File: src/rtl/ps2_pkg.sv
// ============================================================================
// Module  : ps2_pkg
// Purpose : Shared state encoding, scan-code constants and frame check helper
// Revision: 1.0 - initial release
// ============================================================================
`default_nettype none

package ps2_pkg;

  localparam logic [2:0] ST_WAIT_IDLE = 3'd0;
  localparam logic [2:0] ST_IDLE      = 3'd1;
  localparam logic [2:0] ST_SHIFT     = 3'd2;
  localparam logic [2:0] ST_PARITY    = 3'd3;
  localparam logic [2:0] ST_STOP      = 3'd4;

  localparam logic [7:0] BREAK_CODE = 8'hF0;
  localparam logic [7:0] EXT_CODE   = 8'hE0;
  localparam int         DATA_BITS  = 8;
  localparam int         FRAME_BITS = 11;

  // Odd parity over data+parity, and the stop bit must be 1.
  function automatic logic frame_ok(input logic [DATA_BITS-1:0] d,
                                    input logic p, input logic s);
    return (^{d, p}) & s;
  endfunction

endpackage

`default_nettype wire

File: src/rtl/ps2_clk_filter.sv
// ============================================================================
// Module  : ps2_clk_filter
// Purpose : 2-FF synchronisers for ps2c/ps2d, ps2c debouncer, falling-edge pulse
// Revision: 1.0 - initial release
// ============================================================================
`default_nettype none

module ps2_clk_filter #(
  parameter int FILTER_LEN = 8
) (
  input  logic clk,
  input  logic rst,
  input  logic i_ps2c,
  input  logic i_ps2d,
  output logic o_clk_filt,
  output logic o_fe,
  output logic o_data
);

  localparam int FW = $clog2(FILTER_LEN + 1);

  logic          r_c_meta, r_c_sync;
  logic          r_d_meta, r_d_sync;
  logic          r_filt;
  logic          r_fe;
  logic [FW-1:0] r_cnt;

  // Counts consecutive synchronised samples that disagree with the filtered level.
  always_ff @(posedge clk or negedge rst) begin
    if (!rst) begin
      r_c_meta <= 1'b1;
      r_c_sync <= 1'b1;
      r_d_meta <= 1'b1;
      r_d_sync <= 1'b1;
      r_filt   <= 1'b1;
      r_fe     <= 1'b0;
      r_cnt    <= '0;
    end else begin
      r_c_meta <= i_ps2c;
      r_c_sync <= r_c_meta;
      r_d_meta <= i_ps2d;
      r_d_sync <= r_d_meta;
      r_fe     <= 1'b0;
      if (r_c_sync == r_filt) begin
        r_cnt <= '0;
      end else if (r_cnt == FW'(FILTER_LEN - 1)) begin
        r_filt <= r_c_sync;
        r_fe   <= r_filt;
        r_cnt  <= '0;
      end else begin
        r_cnt <= r_cnt + 1'b1;
      end
    end
  end

  assign o_clk_filt = r_filt;
  assign o_fe       = r_fe;
  assign o_data     = r_d_sync;

endmodule

`default_nettype wire

File: src/rtl/ps2_scancode_rx.sv
// ============================================================================
// Module  : ps2_scancode_rx
// Purpose : PS/2 keyboard frame receiver with validation and inactivity timeout.
//           Optional macro PS2_BREAK_FILTER_EN suppresses break/extended codes.
// Revision: 1.0 - initial release
// ============================================================================
`default_nettype none

module ps2_scancode_rx
  import ps2_pkg::*;
#(
  parameter int FILTER_LEN     = 8,
  parameter int TIMEOUT_CYCLES = 50000,
  parameter int CNT_W          = 16
) (
  input  logic       clk,
  input  logic       rst,
  input  logic       EN,
  input  logic       ps2d,
  input  logic       ps2c,
  output logic [7:0] code,
  output logic       tick,
  output logic       correct
);

  logic                 w_clk_filt, w_fe, w_data;
  logic                 w_cnt_hit, w_timeout;
  logic [2:0]           r_state;
  logic [CNT_W-1:0]     r_cnt;
  logic [2:0]           r_bitcnt;
  logic [DATA_BITS-1:0] r_shift;
  logic                 r_par;
  logic [7:0]           r_code;
  logic                 r_tick;
  logic                 r_correct;
  logic                 r_en_d;
`ifdef PS2_BREAK_FILTER_EN
  logic                 r_bp;
`endif

  ps2_clk_filter #(.FILTER_LEN(FILTER_LEN)) u_filt (
    .clk       (clk),
    .rst       (rst),
    .i_ps2c    (ps2c),
    .i_ps2d    (ps2d),
    .o_clk_filt(w_clk_filt),
    .o_fe      (w_fe),
    .o_data    (w_data)
  );

  assign w_cnt_hit = (r_cnt == CNT_W'(TIMEOUT_CYCLES - 1));
  assign w_timeout = ((r_state == ST_SHIFT) || (r_state == ST_PARITY) ||
                      (r_state == ST_STOP)) && !w_fe && w_cnt_hit;

  always_ff @(posedge clk or negedge rst) begin
    if (!rst) begin
      r_state   <= ST_WAIT_IDLE;
      r_cnt     <= '0;
      r_bitcnt  <= '0;
      r_shift   <= '0;
      r_par     <= 1'b0;
      r_code    <= 8'h00;
      r_tick    <= 1'b0;
      r_correct <= 1'b0;
      r_en_d    <= 1'b0;
`ifdef PS2_BREAK_FILTER_EN
      r_bp      <= 1'b0;
`endif
    end else begin
      r_tick <= 1'b0;
      r_en_d <= EN;
      // Disabled, or just re-enabled: wait for a full idle period before framing.
      if (!EN || !r_en_d) begin
        r_state  <= ST_WAIT_IDLE;
        r_cnt    <= '0;
        r_bitcnt <= '0;
      end else if (w_timeout) begin
        r_state   <= ST_IDLE;
        r_cnt     <= '0;
        r_correct <= 1'b0;
`ifdef PS2_BREAK_FILTER_EN
        r_bp      <= 1'b0;
`endif
      end else begin
        case (r_state)
          ST_WAIT_IDLE: begin
            if (!w_clk_filt) begin
              r_cnt <= '0;
            end else if (w_cnt_hit) begin
              r_cnt   <= '0;
              r_state <= ST_IDLE;
            end else begin
              r_cnt <= r_cnt + 1'b1;
            end
          end
          ST_IDLE: begin
            r_cnt <= '0;
            if (w_fe) begin
              if (!w_data) begin
                r_state  <= ST_SHIFT;
                r_bitcnt <= '0;
              end else begin
                r_correct <= 1'b0;
              end
            end
          end
          ST_SHIFT: begin
            if (w_fe) begin
              r_shift[r_bitcnt] <= w_data;
              r_bitcnt          <= r_bitcnt + 1'b1;
              r_cnt             <= '0;
              if (r_bitcnt == 3'd7) r_state <= ST_PARITY;
            end else begin
              r_cnt <= r_cnt + 1'b1;
            end
          end
          ST_PARITY: begin
            if (w_fe) begin
              r_par   <= w_data;
              r_cnt   <= '0;
              r_state <= ST_STOP;
            end else begin
              r_cnt <= r_cnt + 1'b1;
            end
          end
          ST_STOP: begin
            if (w_fe) begin
              r_cnt   <= '0;
              r_state <= ST_IDLE;
              if (frame_ok(r_shift, r_par, w_data)) begin
                r_correct <= 1'b1;
`ifdef PS2_BREAK_FILTER_EN
                if (r_shift == BREAK_CODE) begin
                  r_bp <= 1'b1;
                end else if (r_shift == EXT_CODE) begin
                  r_bp <= r_bp;
                end else if (r_bp) begin
                  r_bp <= 1'b0;
                end else begin
                  r_code <= r_shift;
                  r_tick <= 1'b1;
                end
`else
                r_code <= r_shift;
                r_tick <= 1'b1;
`endif
              end else begin
                r_correct <= 1'b0;
`ifdef PS2_BREAK_FILTER_EN
                r_bp      <= 1'b0;
`endif
              end
            end else begin
              r_cnt <= r_cnt + 1'b1;
            end
          end
          default: begin
            r_state <= ST_WAIT_IDLE;
            r_cnt   <= '0;
          end
        endcase
      end
    end
  end

  assign code    = r_code;
  assign tick    = r_tick;
  assign correct = r_correct;

endmodule

`default_nettype wire

File: config.mk
export PLATFORM = sky130hd
export DESIGN_NAME = ps2_scancode_rx
export DESIGN_NICKNAME = d
export VERILOG_FILES = /design/src/rtl/ps2_pkg.sv /design/src/rtl/ps2_clk_filter.sv /design/src/rtl/ps2_scancode_rx.sv
export SDC_FILE = /design/constraint.sdc
export NUM_CORES = 1
export LEC_CHECK = 0
export CAP_MARGIN = 20
export CORE_MARGIN = 1
export CORE_UTILIZATION = 40
export CTS_CLUSTER_DIAMETER = 200
export DETAILED_ROUTE_END_ITERATION = 16
export GPL_TIMING_DRIVEN = 0
export SKIP_LAST_GASP = 1
export SYNTH_ARGS = -nofsm -noshare
export SYNTH_HDL_FRONTEND = slang
export SYNTH_SLANG_ARGS = --single-unit
File: constraint.sdc
create_clock -name clk -period 2.4 [get_ports clk]
set_input_delay 0.24 -clock clk [delete_from_list [all_inputs] [get_ports clk]]
set_output_delay 0.24 -clock clk [all_outputs]
set_load 0.02 [all_outputs]
### Word-level counts from Yosys, hierarchy flattened

Index checks and enable logic that the tools add are counted.

* memory bits (writable): 0
* register bits after elaboration: 52
* memory bits (read-only): 0
* logic and storage cells: 109
* memories: 0
* latch bits: 0
* output and inout bits: 10

* $lt $le $gt $ge: 2
* mux-type cells: 40
* divide/modulo/power cells: 0
* $mul: 0
* eq/ne operators: 23
* bitwise logic cells: 4
* add/sub/neg operators: 3
* reductions and logical operators: 21
* shifts and indexed selects: 0

Operators with widths (count)
* $mux 16: 5
* $mux 3: 15
* $pmux 16 s2: 1
* $add 16x1->16 const B: 1
* $eq 16x16->1 const B: 1
* $ne 4x2->1 const B: 4
* $pmux 3 s5: 1
* $reduce_and 5->1: 3
* $mux 1: 12
* $ne 3x2->1 const B: 4
* $reduce_xor 9->1: 1
* $bwmux 8: 1
* $mux 4: 2
* $ne 4x3->1 const B: 2
* $ne 4x4->1 const B: 2
* $reduce_and 4->1: 2
* $reduce_and 8->1: 1
* $eq 3x2->1 const B: 2
* $eq 3x3->1 const B: 2
* $pmux 3 s2: 1
* $reduce_bool 3->1: 2
* $add 4x1->4 const B: 1
* $eq 4x3->1 const B: 1
* $lt 3x4->1 const B: 1
* other kinds (17): 25

### Depth between registers and ports, before layout

* word-level depth: 7
* mapped depth: 7
* mapped depth without buffers: 6

### By module

From an unflattened synthesis, not the netlist that was laid out.

* cell total of the unflattened synthesis: 221
* area total of the unflattened synthesis: 2463.6 um2

By module, submodules not included
* ps2_scancode_rx: sequential area each 1051.0 um2, instances 1, area each 2099.5 um2, cells an instance 198
* ps2_clk_filter: sequential area each 256.5 um2, instances 1, area each 364.1 um2, cells an instance 23

### Worst setup path after synthesis

Ideal clock, no wire load.

* kind: reg2reg
* from: register r_shift[1]
* to: register r_code[0] (netlist: code[0])
* required time: 2275 ps
* setup time: 125 ps
* period minus slack after synthesis: 2127 ps
* slack: 273 ps
* stages on the path, launching flop included: 7
* arrival time: 2002 ps
* path buffers: 1
* path through: dfrtp_1 > xor2_1 > xnor3_1 > xnor2_1 > or4_4 > buf_6 > mux2_4

* longest elaborated chain between the ends: 3

RTL lines
* from (decl): line ps2_scancode_rx.sv:31 `logic [DATA_BITS-1:0] r_shift;`
* from (signal, indexed assignment): line ps2_scancode_rx.sv:109 `r_shift[r_bitcnt] <= w_data;`
* $reduce_xor 9->1: line ps2_pkg.sv:24 `return (^{d, p}) & s;`
* $and 1x1->1: line ps2_pkg.sv:24
* $reduce_and 5->1 (no source line)
* to (signal assigned): line ps2_scancode_rx.sv:144 `r_code <= r_shift;`
* to (decl): line ps2_scancode_rx.sv:33 `logic [7:0] r_code;`

Every way passes these cells.
A chain may end at the register's enable or synchronous reset.

### Worst setup path in the final report

* from: register r_shift[1]
* to: register r_code[2] (netlist: code[2])

The elaborated chain is that of the path after synthesis.

==> impl_metrics.ini <==
[floorplanning]
die_w_um = 80.12
initial_core_util_pct = 41.23
rows = 28
dieArea_mm2 = 0.006419
die-height_um = 80.12
core_area_mm2 = 0.005921
ioPinCount = 15

[synth]
synth_top_area_share_pct = 48.18
synth_cells = 212
netlist-cell-type-count = 42
yosysSeqAreaShare_pct = 53.56
syn_area_mm2 = 0.002441
syn_avg_cell_area_um2 = 11.51
synth_edf_count = 0
yosysWarnings = 0
ys.flop_type = dfrtp_1
syn-num-nets = 221
synth_seq_cells = 52
synth_area_leaders = dfrtp_1 (48%), dfstp_2 (5.4%), mux2_4 (4.9%)
synthArstFlopShare_pct = 100.0
synth_top_cell_by_area = dfrtp_1

[global_route]
grt_usage_pct = 14.47
grt_pass1_vias = 1537
grt-ovfl-total = 0
antenna_found_initial = 0
grt_max_degree = 31
grt_pass1_wl_mm = 6.996

[routing]
wl_met1_mm = 2.059
drtPass1Iterations = 4
wirelength_mm = 3.998
highest_layer = met4
drc = 0
avgRoutedWirePerCell_um = 12.86
wl_met3_um = 96
drtIter0Drc = 69
ant_nets = 0
vias = 1574
wl_met2_mm = 1.790
via_per_inst = 5.061

[placement]
gp_congestion = 0.8574
io_buffers = 14
dp.final_hpwl_mm = 2.828

[sta]
clock_skew_ps = 7.595
period_share_pct = 93.82
setup_tns_ps = 0
drv_slew = 0
max_slew_margin_pct = 40.54
rsz0062_at_grt = false
min_period_ps = 2252
tightestPinTransition_ps = 880.8
hold_viol_final = 0
max_freq_mhz = 444.1
setup_violations = 0

[power_and_ir_drop]
power.internal_w = 0.001207
combPwrFrac_pct = 7.8
pwr-share-clk_pct = 32.5
p_seq_share_pct = 59.6
power_density_mw_per_mm2 = 566.6
p_switching_w = 0.0003778
power.share.switching_pct = 23.84
cellLeakagePower_nw = 1.200
ir_drop_v = 0.0003067

[critical_path]
worst_path_max_delay_cell = or4_4
rr_worst_depth = 6
crit_required_ps = 2590
crit_type = flop to flop
worstPathCellList = xor2_1, xnor3_1, xnor2_1, or4_4, buf_6, mux2_4
end_kind = flop
max_stage_delay_ps = 510
critPathMaxFanout = 10
arrival_ps = 2440
crit_path_start_kind = flop

[final_layout]
drive_above_1_share_pct = 15.68
multiInputGateArea_mm2 = 0.001066
antenna_cells = 0
num-fill-cells = 563
fin_util_pct = 47.25
layout.area.seq_mm2 = 0.001308
nets = 244
synthToLayoutAreaGrowth_pct = 14.61

[clock_tree]
cts_tree = done
cts_buffer_depth = 2
htree_levels = 2
clk_latency_ps = 300
path_clk_slew_ps = 100
cts-root-buf = clkbuf_8
cts_buffers = 5
cts_resized = 0
cts_sinks = 52

[hold_path]
min_path_cells = 1
hp-class = input port to flop

[outcome]
outcome = complete, no violations

[run]
cap_viol_max_count = 0
power by group through the flow:
| stage | combinational [W] | clock [W] | sequential [W] |
|---|---|---|---|
| after global routing | 0.000141 | 0.000585 | 0.000953 |
| final | 0.000124 | 0.000516 | 0.000945 |
| after floorplan | 0.0000802 | 0 | 0.000956 |
| after CTS | 0.000127 | 0.000550 | 0.000946 |
| after detailed placement | 0.000125 | 0 | 0.000963 |
| after global placement | 0.000121 | 0 | 0.000962 |
logic make-up after synthesis:
family,Yosys count,share of synthesized area [%]
AND/OR/NAND/NOR,81,17.79
flip-flops,52,53.56
XOR/XNOR,22,8.457
multiplexers,20,10.35
AO/OA/AOI/OAI,18,5.024
buffers and inverters,15,2.768
adder cells (fa/ha/maj),4,2.050
cells in the final DEF (no fill, tap or decap), drive strengths merged, types with 4 or more instances in the layout:
cell,instances
dfrtp,47
nor2,22
mux2,18
nand3,15
clkdlybuf4s50,13
xnor2,12
nor3,11
clkbuf,10
inv,9
xor2,9
nand2,8
dfstp,5
o21ai,4
a21oi,4
ha,4
buf,4
final timing paths:
check,startpoint,end,slack [ps]
max,r_shift[1],code[2],150
min,ps2c,u_filt.r_c_meta,330
max reg2reg,r_shift[1],code[2],150
min reg2reg,u_filt.r_d_meta,u_filt.o_data,360
max in group asynchronous,rst,u_filt.r_d_meta,1350
min in group asynchronous,rst,u_filt.r_cnt[2],440
cell type report:
class / instances / area share (%)
inverter: 9 / 1.208
buffer: 6 / 1.208
tap: 75 / 3.354
multi-input combinational: 145 / 38.10
sequential: 52 / 46.74
timing repair buffer: 16 / 5.903
clock inverter: 2 / 0.5367
clock buffer: 6 / 2.952
Yosys cell counts (2+ instances only):
cell type and instances:
o21ai_0 4, a21oi_1 4, mux2_2 10, and3_1 2, ha_1 4, nor3b_1 3
nor2b_1 3, xnor2_1 12, nand2_1 8, nor4_1 2, nor3_1 11, inv_1 9
dfrtp_1 47, nor2_1 22, clkbuf_1 4, dfstp_2 5, nand3b_1 2, or3_1 3
a21o_1 2, nand3_1 15, mux2i_1 2, or4bb_1 2, xor2_1 9, mux2_4 8
nand4_1 2
sequential cells by signal (all words and copies together), names as in the netlist, 3 cells and up:
signal / cells
r_cnt: 16
u_filt.r_cnt: 4
r_state: 3
r_bitcnt: 3
code: 8
r_shift: 8
per-stage QoR:
stage          setup WS [ps]  cells  total power, W  area (um^2)  hold WS [ps]
5_1_grt                52.15    311        0.001680         2798         310.3
4_1_cts                119.7    311        0.001623         2798         314.0
3_5_place_dp           91.11    302        0.001088         2690         261.9
3_3_place_gp          -484.2    301        0.001083         2675         346.9
2_1_floorplan          273.2    212        0.001037         2441        -55.59
6_report               148.2    311        0.001585         2798         329.0
routing by layer:
layer  track usage, %  vias to the layer above
met3            3.750                        5
li1                 -                      789
met2            23.42                       16
met5                0                        -
met4            4.821                        0
met1            18.82                      764
worst max-delay path: cells and delay by family, from the launching register on:
kind                      cells  cell delay, ps
xor gates and xnor gates      3             740
muxes                         1             300
buffers and inverters         1             170
DFF                           1             410
and+or+nand+nor               1             510
timing repair:
item / 4_1_cts / 5_1_grt
setup buffers: 0 / 0
hold endpoints to repair: 22 / 0
hold buffers: 1 / 0
Note: power is estimated with default switching activity, not from simulation.
==> RTL change, RTL diff (same flow settings) <==
`FILTER_LEN` is set to 8 in 2 places; all go to 16.
--- a/src/rtl/ps2_clk_filter.sv
+++ b/src/rtl/ps2_clk_filter.sv
@@ -7,5 +7,5 @@
 
 module ps2_clk_filter #(
-  parameter int FILTER_LEN = 8
+  parameter int FILTER_LEN = 16
 ) (
   input  logic clk,
--- a/src/rtl/ps2_scancode_rx.sv
+++ b/src/rtl/ps2_scancode_rx.sv
@@ -10,5 +10,5 @@
   import ps2_pkg::*;
 #(
-  parameter int FILTER_LEN     = 8,
+  parameter int FILTER_LEN     = 16,
   parameter int TIMEOUT_CYCLES = 50000,
   parameter int CNT_W          = 16
Check against the original RTL: no difference found for any inputs over 10 cycles, from zero or initial values and one cycle with rst low; that may be too few to reach the edited logic, so the function may still have changed.
==> RTL change against the unedited design <==
- cell area rose by 5.6%
- fmax up 14%
- largest cell class unchanged
- sequential cell count is 1 higher
- global-route usage increased by 0.69 points
- routed wire length rose by 9.5%
- area after synthesis is 6.9% higher
- setup slack better by 0.28 ns
- first-iteration DRC count rose by 2.9%
- critical endpoint is now r_state[0]$_DFFE_PN0P_
Power is not compared: it rests on default switching activity, and its combinational part moved more than twofold at a synthesized area within 25%.
==> RTL change: results (changes against the unedited design) <==
| Metric | Value |
|---|---|
| Total number of yosys warnings | 0 (unchanged) |
| Total routing resource utilization after global routing | 15.16% (+0.69 points) |
| Layout Nets | 257 (+5.3%) |
| CTS Root Buffer Type | clkbuf_8 |
| Result of the run | finished, final reports clean |
| Clk_skew | 0.009468 ns (+0.001872 ns) |
| Maximum fanout along the worst path | 4 (-6) |
| Setup slack, reg-to-reg | 0.43 ns (+0.28 ns) |
| Kind of critical path | flop to flop |
| Congestion Overflow GR | 0 (unchanged) |
| Initial antenna violation count | 0 (unchanged) |
| Worst-path clk slew | 0.09 ns |
| Sequential fraction of the synthesis area | 51.05% (-2.5 points) |
| Largest cells by area after synthesis | dfrtp_1 46%, dfstp_2 5.0%, mux2_4 4.6%, xor2_1 4.4%, nor2_1 4.3% |
| Clock latency on the worst-skew pair | 0.30 ns (about the same) |
| Detailed Route Iter0 Violations | 71 (+2.9%) |
| Detailed Place HPWL | 3060 um (+8.2%) |
| Share of flip-flops with an asynchronous set or reset | 100.0% (unchanged) |
| Clock tree buffer depth | 2 (unchanged) |
| Global-route wire length before repair | 7741 um (+11%) |
| Global placer's final weighted congestion | 0.7961 (-7.1%) |
| Arr. time, crit path | 2.19 ns (-0.25 ns) |
| Net count after synthesis | 234 (+5.9%) |
| Worst slack at placement | 0.1798 ns (+0.08868 ns) |
| Count of inserted antenna diode cells | 0 (unchanged) |
| Worst min path class | input pin to flop |
| Wire length after detailed routing | 4377 um (+9.5%) |
| Via count of the routed design | 1657 (+5.3%) |
| Maximum vdd drop | 0.3129 mV |
| Fraction of final layout cells with drive strength greater than 1 | 17.27% (+1.6 points) |
| Number of detailed-route iterations in the first pass | 4 (unchanged) |
| Maximum number of pins on one net before global-route repair | 39 (+26%) |
| Worst R2R End | r_state[0]$_DFFE_PN0P_ |
| Largest Register | r_cnt |
| I/O Buffers | 14 (unchanged) |
| H-tree depth | 2 (unchanged) |
| Yosys cell types | 50 (+19%) |
| Period utilization | 81.97% (-12 points) |
| Placed inst area | 2861 sq um (+6.4%) |
| Max reg flops | 16 (unchanged) |
| Cell types with the highest counts after synthesis | 48 x dfrtp_1, 30 x nor2_1, 13 x xor2_1, 10 x nand2_1, 10 x nand3_1 |
| Num CTS Buffers | 5 (unchanged) |
| Cell leakage power | 1.300 nW |
| Slew @ Worst Pin | 0.4260 ns (-0.4548 ns) |
| R2r worst-path depth | 5 (-1) |
| Crit Reg-Reg Startpoint | r_cnt[7]$_DFF_PN0_ |
| Leading register cell type out of synthesis | dfrtp_1 |
| Count of fill cells added during filler insertion | 610 (+8.3%) |
RTL change: changes by cell type in the layout (fill, tap and decap cells not counted), sizes merged, moves of 3 or more:
cell,unedited run,this run
nand2b,1,4
o21ai,4,9
and3,2,6
nand3,15,11
nor2,22,31
xor2,9,13
nor3,11,8
xnor2,12,7
RTL change: cell type report:
cell class / count / area (sq um) / share of cell area [%]
Buffer: 6 / 61.31 / 2.075
Clock buffer: 7 / 76.32 / 2.583
Clock inverter: 1 / 7.507 / 0.2540
Inverter: 8 / 30.03 / 1.016
Multi-Input combinational cell: 158 / 1186 / 40.14
Sequential cell: 53 / 1333 / 45.09
Tap cell: 77 / 96.34 / 3.260
Timing Repair Buffer: 16 / 165.2 / 5.588
RTL change: where the power goes:
group	internal (mW)	switching (mW)	total [mW]
registers	0.904	0.00533	0.910
logic	0.0202	0.0354	0.0556
clock network	0.207	0.282	0.489
total	1.13	0.322	1.45
RTL change: stage by stage:
| step | hold slack (ns) | std cells |
|---|---|---|
| 6_report | 0.3329 | 326 |
| 5_1_grt | 0.3161 | 326 |
| 4_1_cts | 0.3212 | 326 |
| 3_5_place_dp | 0.1896 | 317 |
| 3_3_place_gp | 0.3457 | 316 |
| 2_1_floorplan | -0.05559 | 225 |
RTL change: worst max-delay path, cell delays in order (launching register included):
cell	delay, ns
dfrtp_1	0.43
or4b_4	0.56
nor4_2	0.28
a2111oi_1	0.15
or3_1	0.32
a21oi_1	0.15
RTL change: worst min-delay path by stage:
stage / to / startpoint / slack [ns] / depth (start not counted)
finish: u_filt.r_c_meta$_DFF_PN1_ / ps2c / 0.33 / 1
global route: u_filt.r_c_meta$_DFF_PN1_ / ps2c / 0.32 / 1
CTS: u_filt.r_c_meta$_DFF_PN1_ / ps2c / 0.32 / 1
detailed placement: code[2]$_DFFE_PN0P_ / rst / 0.19 / 1
global placement: u_filt.o_data$_DFF_PN1_ / u_filt.r_d_meta$_DFF_PN1_ / 0.35 / 0
floorplan: code[0]$_DFFE_PN0P_ / rst / -0.06 / 0
RTL change: layer usage:
metal	wire [um]	global-route usage (%)	vias up
met5	0	0	-
met4	57	5.690	0
met3	140	3.607	7
met2	2018	23.52	29
met1	2161	20.51	798
li1	-	-	823
RTL change: cells by family after synthesis:
| family | count (synthesis) | synth area share [%] |
|---|---|---|
| AO/OA/AOI/OAI | 21 | 4.986 |
| XOR/XNOR | 22 | 8.437 |
| adder cells (fa/ha/maj) | 4 | 1.918 |
| buffers and inverters | 14 | 3.500 |
| flip-flops | 53 | 51.05 |
| multiplexers | 21 | 10.50 |
| AND/OR/NAND/NOR | 90 | 19.61 |
RTL change: what timing repair did:
action	CTS	global route
resized for setup	0	0
setup endpoints to repair	0	0
hold buffers	1	0
endpoints found under the hold margin	15	0
buffers inserted	0	0
